`src/rtl/dp_pkg.sv`:
```
// Shared types for the pipelined datapath: ALU opcodes, command controls and stage records.
package dp_pkg;

  localparam int DATA_W     = 16;
  localparam int RF_DEPTH   = 16;
  localparam int DMEM_DEPTH = 256;
  localparam int RF_AW      = $clog2(RF_DEPTH);
  localparam int DM_AW      = $clog2(DMEM_DEPTH);

  typedef enum logic [2:0] {
    ALU_ZERO = 3'd0,
    ALU_ADD  = 3'd1,
    ALU_SUB  = 3'd2,
    ALU_PASS = 3'd3,
    ALU_AND  = 3'd4,
    ALU_OR   = 3'd5,
    ALU_XOR  = 3'd6,
    ALU_INC  = 3'd7
  } alu_op_e;

  // Width-independent command controls; addresses and data live beside them sized by module parameters.
  typedef struct packed {
    alu_op_e alu;
    logic    we;
    logic    rf_s;
    logic    dwr;
  } dp_cmd_t;

  typedef struct packed {
    logic    valid;
    dp_cmd_t ctl;
  } ex_stage_t;

  typedef struct packed {
    logic valid;
    logic rf_s;
  } wb_stage_t;

endpackage

```
`src/rtl/dp_regfile.sv`:
```
// Register file: two asynchronous read ports, one synchronous write port with
// write-through to the readers, and asynchronous clear of every register.
module dp_regfile #(
  parameter int DATA_W   = 16,
  parameter int RF_DEPTH = 16,
  localparam int AW      = $clog2(RF_DEPTH)
) (
  input  logic              clk,
  input  logic              rst_n,
  input  logic              we,
  input  logic [AW-1:0]     wa,
  input  logic [DATA_W-1:0] wd,
  input  logic [AW-1:0]     ra_a,
  output logic [DATA_W-1:0] rd_a,
  input  logic [AW-1:0]     ra_b,
  output logic [DATA_W-1:0] rd_b
);

  logic [DATA_W-1:0] regs_r [RF_DEPTH];

  // Register array write with asynchronous clear
  always_ff @(posedge clk or negedge rst_n) begin
    if (!rst_n) begin
      for (int i = 0; i < RF_DEPTH; i++) regs_r[i] <= '0;
    end else if (we) begin
      regs_r[wa] <= wd;
    end
  end

  // Read ports see a same-cycle write immediately
  always_comb begin
    rd_a = regs_r[ra_a];
    rd_b = regs_r[ra_b];
    if (we && (wa == ra_a)) rd_a = wd;
    else                    rd_a = regs_r[ra_a];
    if (we && (wa == ra_b)) rd_b = wd;
    else                    rd_b = regs_r[ra_b];
  end

endmodule

```
`src/rtl/pipelined_datapath.sv`:
```
// ID/EX/WB datapath with register file, inline ALU and single-port data RAM.
// Build macro DP_FWD_EN enables EX-result bypassing; without it RAW hazards on EX stall.
module pipelined_datapath
  import dp_pkg::*;
#(
  parameter int DATA_W     = 16,
  parameter int RF_DEPTH   = 16,
  parameter int DMEM_DEPTH = 256,
  localparam int RF_AW     = $clog2(RF_DEPTH),
  localparam int DM_AW     = $clog2(DMEM_DEPTH)
) (
  input  logic              clk,
  input  logic              rst_n,
  input  logic              cmd_valid,
  output logic              cmd_ready,
  input  logic [2:0]        cmd_alu,
  input  logic [RF_AW-1:0]  cmd_ra,
  input  logic [RF_AW-1:0]  cmd_rb,
  input  logic [RF_AW-1:0]  cmd_wa,
  input  logic              cmd_we,
  input  logic              cmd_rf_s,
  input  logic [DM_AW-1:0]  cmd_daddr,
  input  logic              cmd_dwr,
  output logic [DATA_W-1:0] ra_data,
  output logic [DATA_W-1:0] rb_data,
  output logic [DATA_W-1:0] alu_out,
  output logic              wb_valid,
  output logic [RF_AW-1:0]  wb_addr,
  output logic [DATA_W-1:0] wb_data
);

  ex_stage_t         ex_r;
  logic [RF_AW-1:0]  ex_wa_r;
  logic [DM_AW-1:0]  ex_daddr_r;
  logic [DATA_W-1:0] ex_a_r, ex_b_r;
  wb_stage_t         wb_r;
  logic [RF_AW-1:0]  wb_wa_r;
  logic [DATA_W-1:0] wb_res_r, ram_q_r;
  logic [DATA_W-1:0] mem [DMEM_DEPTH];

  logic [DATA_W-1:0] rf_a_s, rf_b_s, opa_s, opb_s, alu_s, wb_data_s;
  logic              hit_a_s, hit_b_s, stall_s, accept_s;

  assign wb_data_s = wb_r.rf_s ? ram_q_r : wb_res_r;

  dp_regfile #(.DATA_W(DATA_W), .RF_DEPTH(RF_DEPTH)) u_rf (
    .clk  (clk),
    .rst_n(rst_n),
    .we   (wb_r.valid),
    .wa   (wb_wa_r),
    .wd   (wb_data_s),
    .ra_a (cmd_ra),
    .rd_a (rf_a_s),
    .ra_b (cmd_rb),
    .rd_b (rf_b_s)
  );

  // ALU on the EX operand registers
  always_comb begin
    alu_s = '0;
    case (ex_r.ctl.alu)
      ALU_ZERO: alu_s = '0;
      ALU_ADD:  alu_s = ex_a_r + ex_b_r;
      ALU_SUB:  alu_s = ex_a_r - ex_b_r;
      ALU_PASS: alu_s = ex_a_r;
      ALU_AND:  alu_s = ex_a_r & ex_b_r;
      ALU_OR:   alu_s = ex_a_r | ex_b_r;
      ALU_XOR:  alu_s = ex_a_r ^ ex_b_r;
      ALU_INC:  alu_s = ex_a_r + {{(DATA_W-1){1'b0}}, 1'b1};
      default:  alu_s = '0;
    endcase
  end

  // Hazard detection and operand selection in ID; WB bypass comes from RF write-through
  always_comb begin
    hit_a_s = ex_r.valid && ex_r.ctl.we && (ex_wa_r == cmd_ra);
    hit_b_s = ex_r.valid && ex_r.ctl.we && (ex_wa_r == cmd_rb);
    opa_s   = rf_a_s;
    opb_s   = rf_b_s;
`ifdef DP_FWD_EN
    stall_s = cmd_valid && ex_r.ctl.rf_s && (hit_a_s || hit_b_s);
    if (hit_a_s && !ex_r.ctl.rf_s) opa_s = alu_s;
    else                           opa_s = rf_a_s;
    if (hit_b_s && !ex_r.ctl.rf_s) opb_s = alu_s;
    else                           opb_s = rf_b_s;
`else
    stall_s = cmd_valid && (hit_a_s || hit_b_s);
`endif
    accept_s = cmd_valid && !stall_s;
  end

  // EX stage registers; a non-accepted cycle inserts a bubble
  always_ff @(posedge clk or negedge rst_n) begin
    if (!rst_n) begin
      ex_r       <= '0;
      ex_wa_r    <= '0;
      ex_daddr_r <= '0;
      ex_a_r     <= '0;
      ex_b_r     <= '0;
    end else if (accept_s) begin
      ex_r.valid    <= 1'b1;
      ex_r.ctl.alu  <= alu_op_e'(cmd_alu);
      ex_r.ctl.we   <= cmd_we;
      ex_r.ctl.rf_s <= cmd_rf_s;
      ex_r.ctl.dwr  <= cmd_dwr;
      ex_wa_r       <= cmd_wa;
      ex_daddr_r    <= cmd_daddr;
      ex_a_r        <= opa_s;
      ex_b_r        <= opb_s;
    end else begin
      ex_r.valid <= 1'b0;
    end
  end

  // WB stage registers
  always_ff @(posedge clk or negedge rst_n) begin
    if (!rst_n) begin
      wb_r     <= '0;
      wb_wa_r  <= '0;
      wb_res_r <= '0;
    end else begin
      wb_r.valid <= ex_r.valid && ex_r.ctl.we;
      wb_r.rf_s  <= ex_r.ctl.rf_s;
      wb_wa_r    <= ex_wa_r;
      wb_res_r   <= alu_s;
    end
  end

  // Data RAM: read returns the pre-write word on an address collision
  always_ff @(posedge clk) begin
    ram_q_r <= mem[ex_daddr_r];
    if (ex_r.valid && ex_r.ctl.dwr) mem[ex_daddr_r] <= ex_a_r;
  end

  assign cmd_ready = !stall_s;
  assign ra_data   = ex_a_r;
  assign rb_data   = ex_b_r;
  assign alu_out   = alu_s;
  assign wb_valid  = wb_r.valid;
  assign wb_addr   = wb_wa_r;
  assign wb_data   = wb_data_s;

endmodule

```
`config.mk`:
```
export PLATFORM = sky130hd
export DESIGN_NAME = pipelined_datapath
export DESIGN_NICKNAME = d
export VERILOG_FILES = /design/src/rtl/dp_pkg.sv /design/src/rtl/dp_regfile.sv /design/src/rtl/pipelined_datapath.sv
export SDC_FILE = /design/constraint.sdc
export NUM_CORES = 2
export LEC_CHECK = 0
export BUFFER_PORTS_ARGS = -buffer_cell sky130_fd_sc_hd__buf_2
export CAP_MARGIN = 40
export CORE_MARGIN = 2
export CORE_UTILIZATION = 60
export CTS_CLUSTER_DIAMETER = 100
export DETAILED_ROUTE_END_ITERATION = 7
export PLACE_DENSITY_LB_ADDON = 0.12
export SLEW_MARGIN = 20
export SYNTH_ARGS = -nofsm -noshare
export SYNTH_HDL_FRONTEND = slang
export SYNTH_SLANG_ARGS = --single-unit
```
`constraint.sdc`:
```
create_clock -name clk -period 8.3 [get_ports clk]
set_input_delay 0.415 -clock clk [delete_from_list [all_inputs] [get_ports clk]]
set_output_delay 0.415 -clock clk [all_outputs]
set_load 0.03 [all_outputs]
```
Yosys cells after proc, flatten, opt, wreduce, memory -nomap -nowiden
Memories as Yosys holds them, arrays and structs flattened. A register that Yosys moved wholly into a read port is not among the register bits. Cells that the tools add are included. W data, S select, Z words.

Flip-flop bits (word level): 329. Bits in latches: 0. RAM bits: 4096. Bits in read-only memories: 0. Output and inout port bits: 70. Word-level logic and storage cells: 82. Memories kept: 1.

$add $sub $neg: 3. $mul: 0. Div/mod/pow operators: 0. Magnitude comparators: 4. Equality and inequality tests: 11. Shift operators: 0. Multiplexer cells: 16. Bitwise operators: 6. Reduce and logical (&&, ||, !) cells: 12.

Memory list: mem (words 256, width 16, rd ports 1, clocked after Yosys merged registers in 1, write ports 1, line pipelined_datapath.sv:39) `logic [DATA_W-1:0] mem [DMEM_DEPTH];`.

Operators with widths (count): $bwmux W256 (1); $bmux W16 S4 (2); $mux W16 (8); $pmux W16 S8 (1); $demux W16 S4 (1); $add A16 B1 Y16 const B (1); $add A16 B16 Y16 (1); $and A16 B16 Y16 (1); $eq A4 B4 Y1 (4); $or A16 B16 Y16 (1); $sub A16 B16 Y16 (1); $xor A16 B16 Y16 (1); $ge A5 B5 Y1 const B (3); $not A4 Y5 (3); $eq A3 B3 Y1 const B (4); $logic_and A1 B1 Y1 (9); $eq A3 B2 Y1 const B (2); $lt A5 B1 Y1 const B (1); $eq A3 B1 Y1 const B (1); $logic_not A3 Y1 (1); $mux W1 (3); $logic_not A1 Y1 (1); $logic_or A1 B1 Y1 (1).

Logic depth before layout (Yosys ltp)
Depth in word-level cells: 7. Depth in mapped cells: 16.

Modules after synthesis
Synthesis repeated with hierarchy kept, for this count alone.

Cells, all modules: 7964. Area total of the unflattened synthesis: 175766.1 µm².

Modules (own cells, without submodules): pipelined_datapath (times used 1, cells each 7077, area an instance 161464.9 µm², sequential area each 125145.0 µm²); dp_regfile (times used 1, cells each 887, area an instance 14301.2 µm², sequential area each 6406.1 µm²).

Worst setup path before layout
OpenSTA, ideal clock, no wires.

Kind: register to output. Start point: register ex_a_r[1] (netlist: ra_data[1]). End point: output alu_out[14]. Arrival time: 6513 ps. Setup slack: 1372 ps. Stages on the path, launching flop included: 10. Buffers on the path: 0. Path through: dfrtp_1 inv_1 fa_1 nor2b_1 o21a_1 o21ai_0 a2111oi_0 o31ai_1 xor2_1 o21ai_0.

Word-level cells in the longest chain between the ends: 2. Elaborated cells between the ends (all ways): 4.

RTL lines: from (decl) (line pipelined_datapath.sv:35) `logic [DATA_W-1:0] ex_a_r, ex_b_r;`; from (signal assigned) (line pipelined_datapath.sv:108) `ex_a_r <= opa_s;`; $add A16 B1 Y16, or another cell as far along (line pipelined_datapath.sv:69) `ALU_INC: alu_s = ex_a_r + {{(DATA_W-1){1'b0}}, 1'b1};`; $pmux W16 S8 (*) (line pipelined_datapath.sv:61) `case (ex_r.ctl.alu)`; to (decl) (line pipelined_datapath.sv:26) `output logic [DATA_W-1:0] alu_out,`.

Every way passes the cells marked *; elsewhere a longest branch is shown, timed or not.

Worst setup path in the final report
Start point: register ex_r[5] in the netlist's numbering. End point: output alu_out[14].

Word-level cells in the longest chain between the ends: 2. Elaborated cells between the ends (all ways): 9.

RTL lines: from (decl) (line pipelined_datapath.sv:32) `ex_stage_t ex_r;`; $eq A3 B3 Y1, or another cell as far along (line pipelined_datapath.sv:61); $pmux W16 S8 (*) (line pipelined_datapath.sv:61).

Marks and branches as above.

==> out/metrics.csv <==
metric;value;unit
ant_nets;0;
io_pins;99;
synth_xor_xnor_area_share;0.191;%
synth_top_family_by_area;multiplexers;
grt_usage;32.2;%
slew_headroom;23.3;%
die-area;0.295;mm2
cts_tree;yes;
dpl.hpwl;283000;um
final_util;68.1;%
start_util;60.1;%
hold_ws;0.0427;ns
drive_gt1_share;29.9;%
core-area;0.290;mm2
startpoint_type;flip-flop;
fp.dieH;543;um
min_period;6.25;ns
synth_compound_area_share;2.76;%
clock-root-buffer;clkbuf_16;
grt_max_degree;217;
min_path_type;input port to async pin;
gp_congestion;0.922;
switching_share;28.7;%
worstMarginPinSlew;1.15;ns
clockBufferDepth;4;
clock_latency;1.00;ns
fmax;0.160;GHz
cp-end-kind;output pin;
synthCells;8192;
drtIter0Drc;12500;
syn_area_per_cell;21.3;um2
hold_viol_final;0;
numCtsBuffers;438;
power.switching;17.3;mW
yosys-mux-area-fraction;17.8;%
cts_resized;0;
syn2layout_area_growth;13.2;%
wl;470000;um
antenna_found_initial;27;
port_buffers;98;
clock_skew;0.0657;ns
status;finished clean;
power;60.1;mW
setup_ws;2.05;ns
via_count;88900;
path_max_fanout;22;
grt_overflow;0;
drv_slew;0;
post_drt_wl_per_cell;36.1;um
post-route-period-util;75.2;%
setup_violations;0;
fin_nets;8824;
synth_edf_count;4096;
synth_cell_types;61;
p_clk_share;32.3;%
async_reset_ff_share;7.41;%
ir_worst_vdd;0.000279;V
row_count;198;
final_cell_mix;edfxtp_1, mux4_2, clkbuf_16, nor2_1, buf_4;
synthAdderAreaFrac;0.363;%
final_common_cell;edfxtp_1;
grt_first_pass_wirelength;664000;um
synth_warnings;0;
preCtsSetupSlack;3.24;ns
fin_tns_setup;0;ns
synth_ff_type;edfxtp_1;
syn_area;0.175;mm2
cts_sinks;4441;
required;7.89;ns
ctsHoldBuffers;22;
htreeDepth;5;
die_w;543;um
maxCapViolCount;0;
via_per_inst;6.83;
crit_type;flip-flop to output pin;
powerDensity;304;mW/mm2
leakage;64.5;nW
first_pass_iters;7;
pwr-share-seq;49.2;%
grt_setup_unrepaired;false;
intPower;42.9;mW
clkTransAtPathRegs;0.06;ns
syn-num-nets;8271;
ys_seq_area_share;75.4;%
yosys.area_share.simple;2.07;%
ys_ff_latch;4441;
drc_errors;0;
post_cts.repair.setup_buffers;0;
arrival;5.83;ns
power_frac_comb;18.5;%
grt_pass1_vias;87400;
==> power groups by stage <==
| stage | clock network [mW] | registers, mW | logic [mW] |
|---|---|---|---|
| final | 19.4 | 29.6 | 11.1 |
| after global routing | 20.5 | 29.6 | 11.8 |
| after floorplan | 0 | 31.4 | 4.93 |
| after CTS | 19.6 | 29.6 | 10.7 |
| after detailed placement | 0 | 30.1 | 10.7 |
| after global placement | 0 | 30.1 | 10.1 |
==> per-stage QoR <==
stage / area [um2] / instances
after global placement: 181000 / 12000
after detailed placement: 183000 / 12100
after global routing: 198000 / 13000
after floorplan: 175000 / 8192
final: 198000 / 13000
after CTS: 197000 / 13000
==> logic make-up (layout without fill, tap and decap cells) <==
group                    after synthesis  in the layout
AO/OA/AOI/OAI                        752            752
XOR/XNOR                              38             38
adder cells (fa/ha/maj)               50             50
buffers and inverters                566           1488
flip-flops                          4441           4441
multiplexers                        1475           1475
other                                  0              8
AND/OR/NAND/NOR                      870            870
==> critical path, stage by stage, from the launching register on <==
cell       delay [ns]
dfrtp_1          0.78
clkinv_1         0.43
and3_1           0.34
nor2_1           0.20
a22o_1           0.24
inv_1            0.07
fa_1             0.37
nor2b_1          0.19
o21a_1           0.18
o21ai_0          0.14
a2111oi_0        0.77
o31ai_1          0.20
xor2_1           0.20
o21ai_0          0.44
buf_2            0.30
==> flip-flops by register name (all words and copies together), names as in the netlist <==
| name | cells |
|---|---|
| mem | 4096 |
| ex_r | 7 |
| wb_valid | 1 |
| rb_data | 16 |
| wb_res_r | 16 |
| ra_data | 16 |
| ram_q_r | 16 |
| wb_r | 1 |
| ex_wa_r | 4 |
| ex_daddr_r | 8 |
| wb_addr | 4 |
| u_rf.regs_r | 256 |
==> synthesized netlist by cell type, drive strengths merged, types with 4 or more instances <==
master	number	share of area, %
edfxtp	4096	70
mux4	1303	17
nor2	490	1.1
dfrtp	329	4.7
clkbuf	277	0.60
buf	230	0.73
a21oi	224	0.64
nand2	220	0.47
o21ai	170	0.49
mux2i	151	0.87
a22o	78	0.39
a221oi	73	0.37
a22oi	66	0.28
o22ai	61	0.22
inv	58	0.12
ha	49	0.35
nand3	34	0.097
nor3	33	0.095
xnor2	26	0.13
mux2	21	0.14
or3	19	0.068
a211oi	16	0.069
dfxtp	16	0.18
o32ai	15	0.075
nor2b	14	0.050
nand2b	13	0.047
xor2	12	0.060
nand4	11	0.039
and2	8	0.029
nor4	7	0.032
o31ai	7	0.030
or4	7	0.030
a31oi	6	0.022
o22a	6	0.030
a2111oi	5	0.025
a32oi	5	0.025
or2	5	0.018
o221ai	4	0.020
==> layout make-up <==
class                   count  area [um2]
flip-flops and latches   4441      132000
fillers                 18200       92700
repair buffers            620        5890
inverters                  59         221
clock inverters           272        2530
clock buffers             537       11500
multi-input cells        3185       41000
diodes                      8        20.0
well taps                3900        4880
==> layer usage <==
layer	GRT usage, %	part of all wire (%)	vias up
met4	12.3	4.5	22
li1	-	-	35400
met3	7.63	11	924
met2	48.0	46	5266
met1	46.9	38	47400
met5	0	0.033	-
==> path summary, 6_finish.rpt <==
kind	to	cells after the start	from	slack, ns
min in group clk	ex_daddr_r[6]$_DFFE_PN0P_	3	cmd_daddr[6]	0.19
min reg2reg	wb_r[0]$_DFF_PN0_	0	ex_r[1]$_DFFE_PN0P_	0.38
max	alu_out[14]	14	ex_r[5]$_DFFE_PN0P_	2.05
min	ex_r[4]$_DFFE_PN0P_	2	rst_n	0.04
max in group asynchronous	u_rf.regs_r[133]$_DFFE_PN0P_	4	rst_n	6.81
max reg2reg	ram_q_r[7]$_DFF_P_	8	ex_daddr_r[0]$_DFFE_PN0P_	3.39
Power figures use the tool's default switching activity.
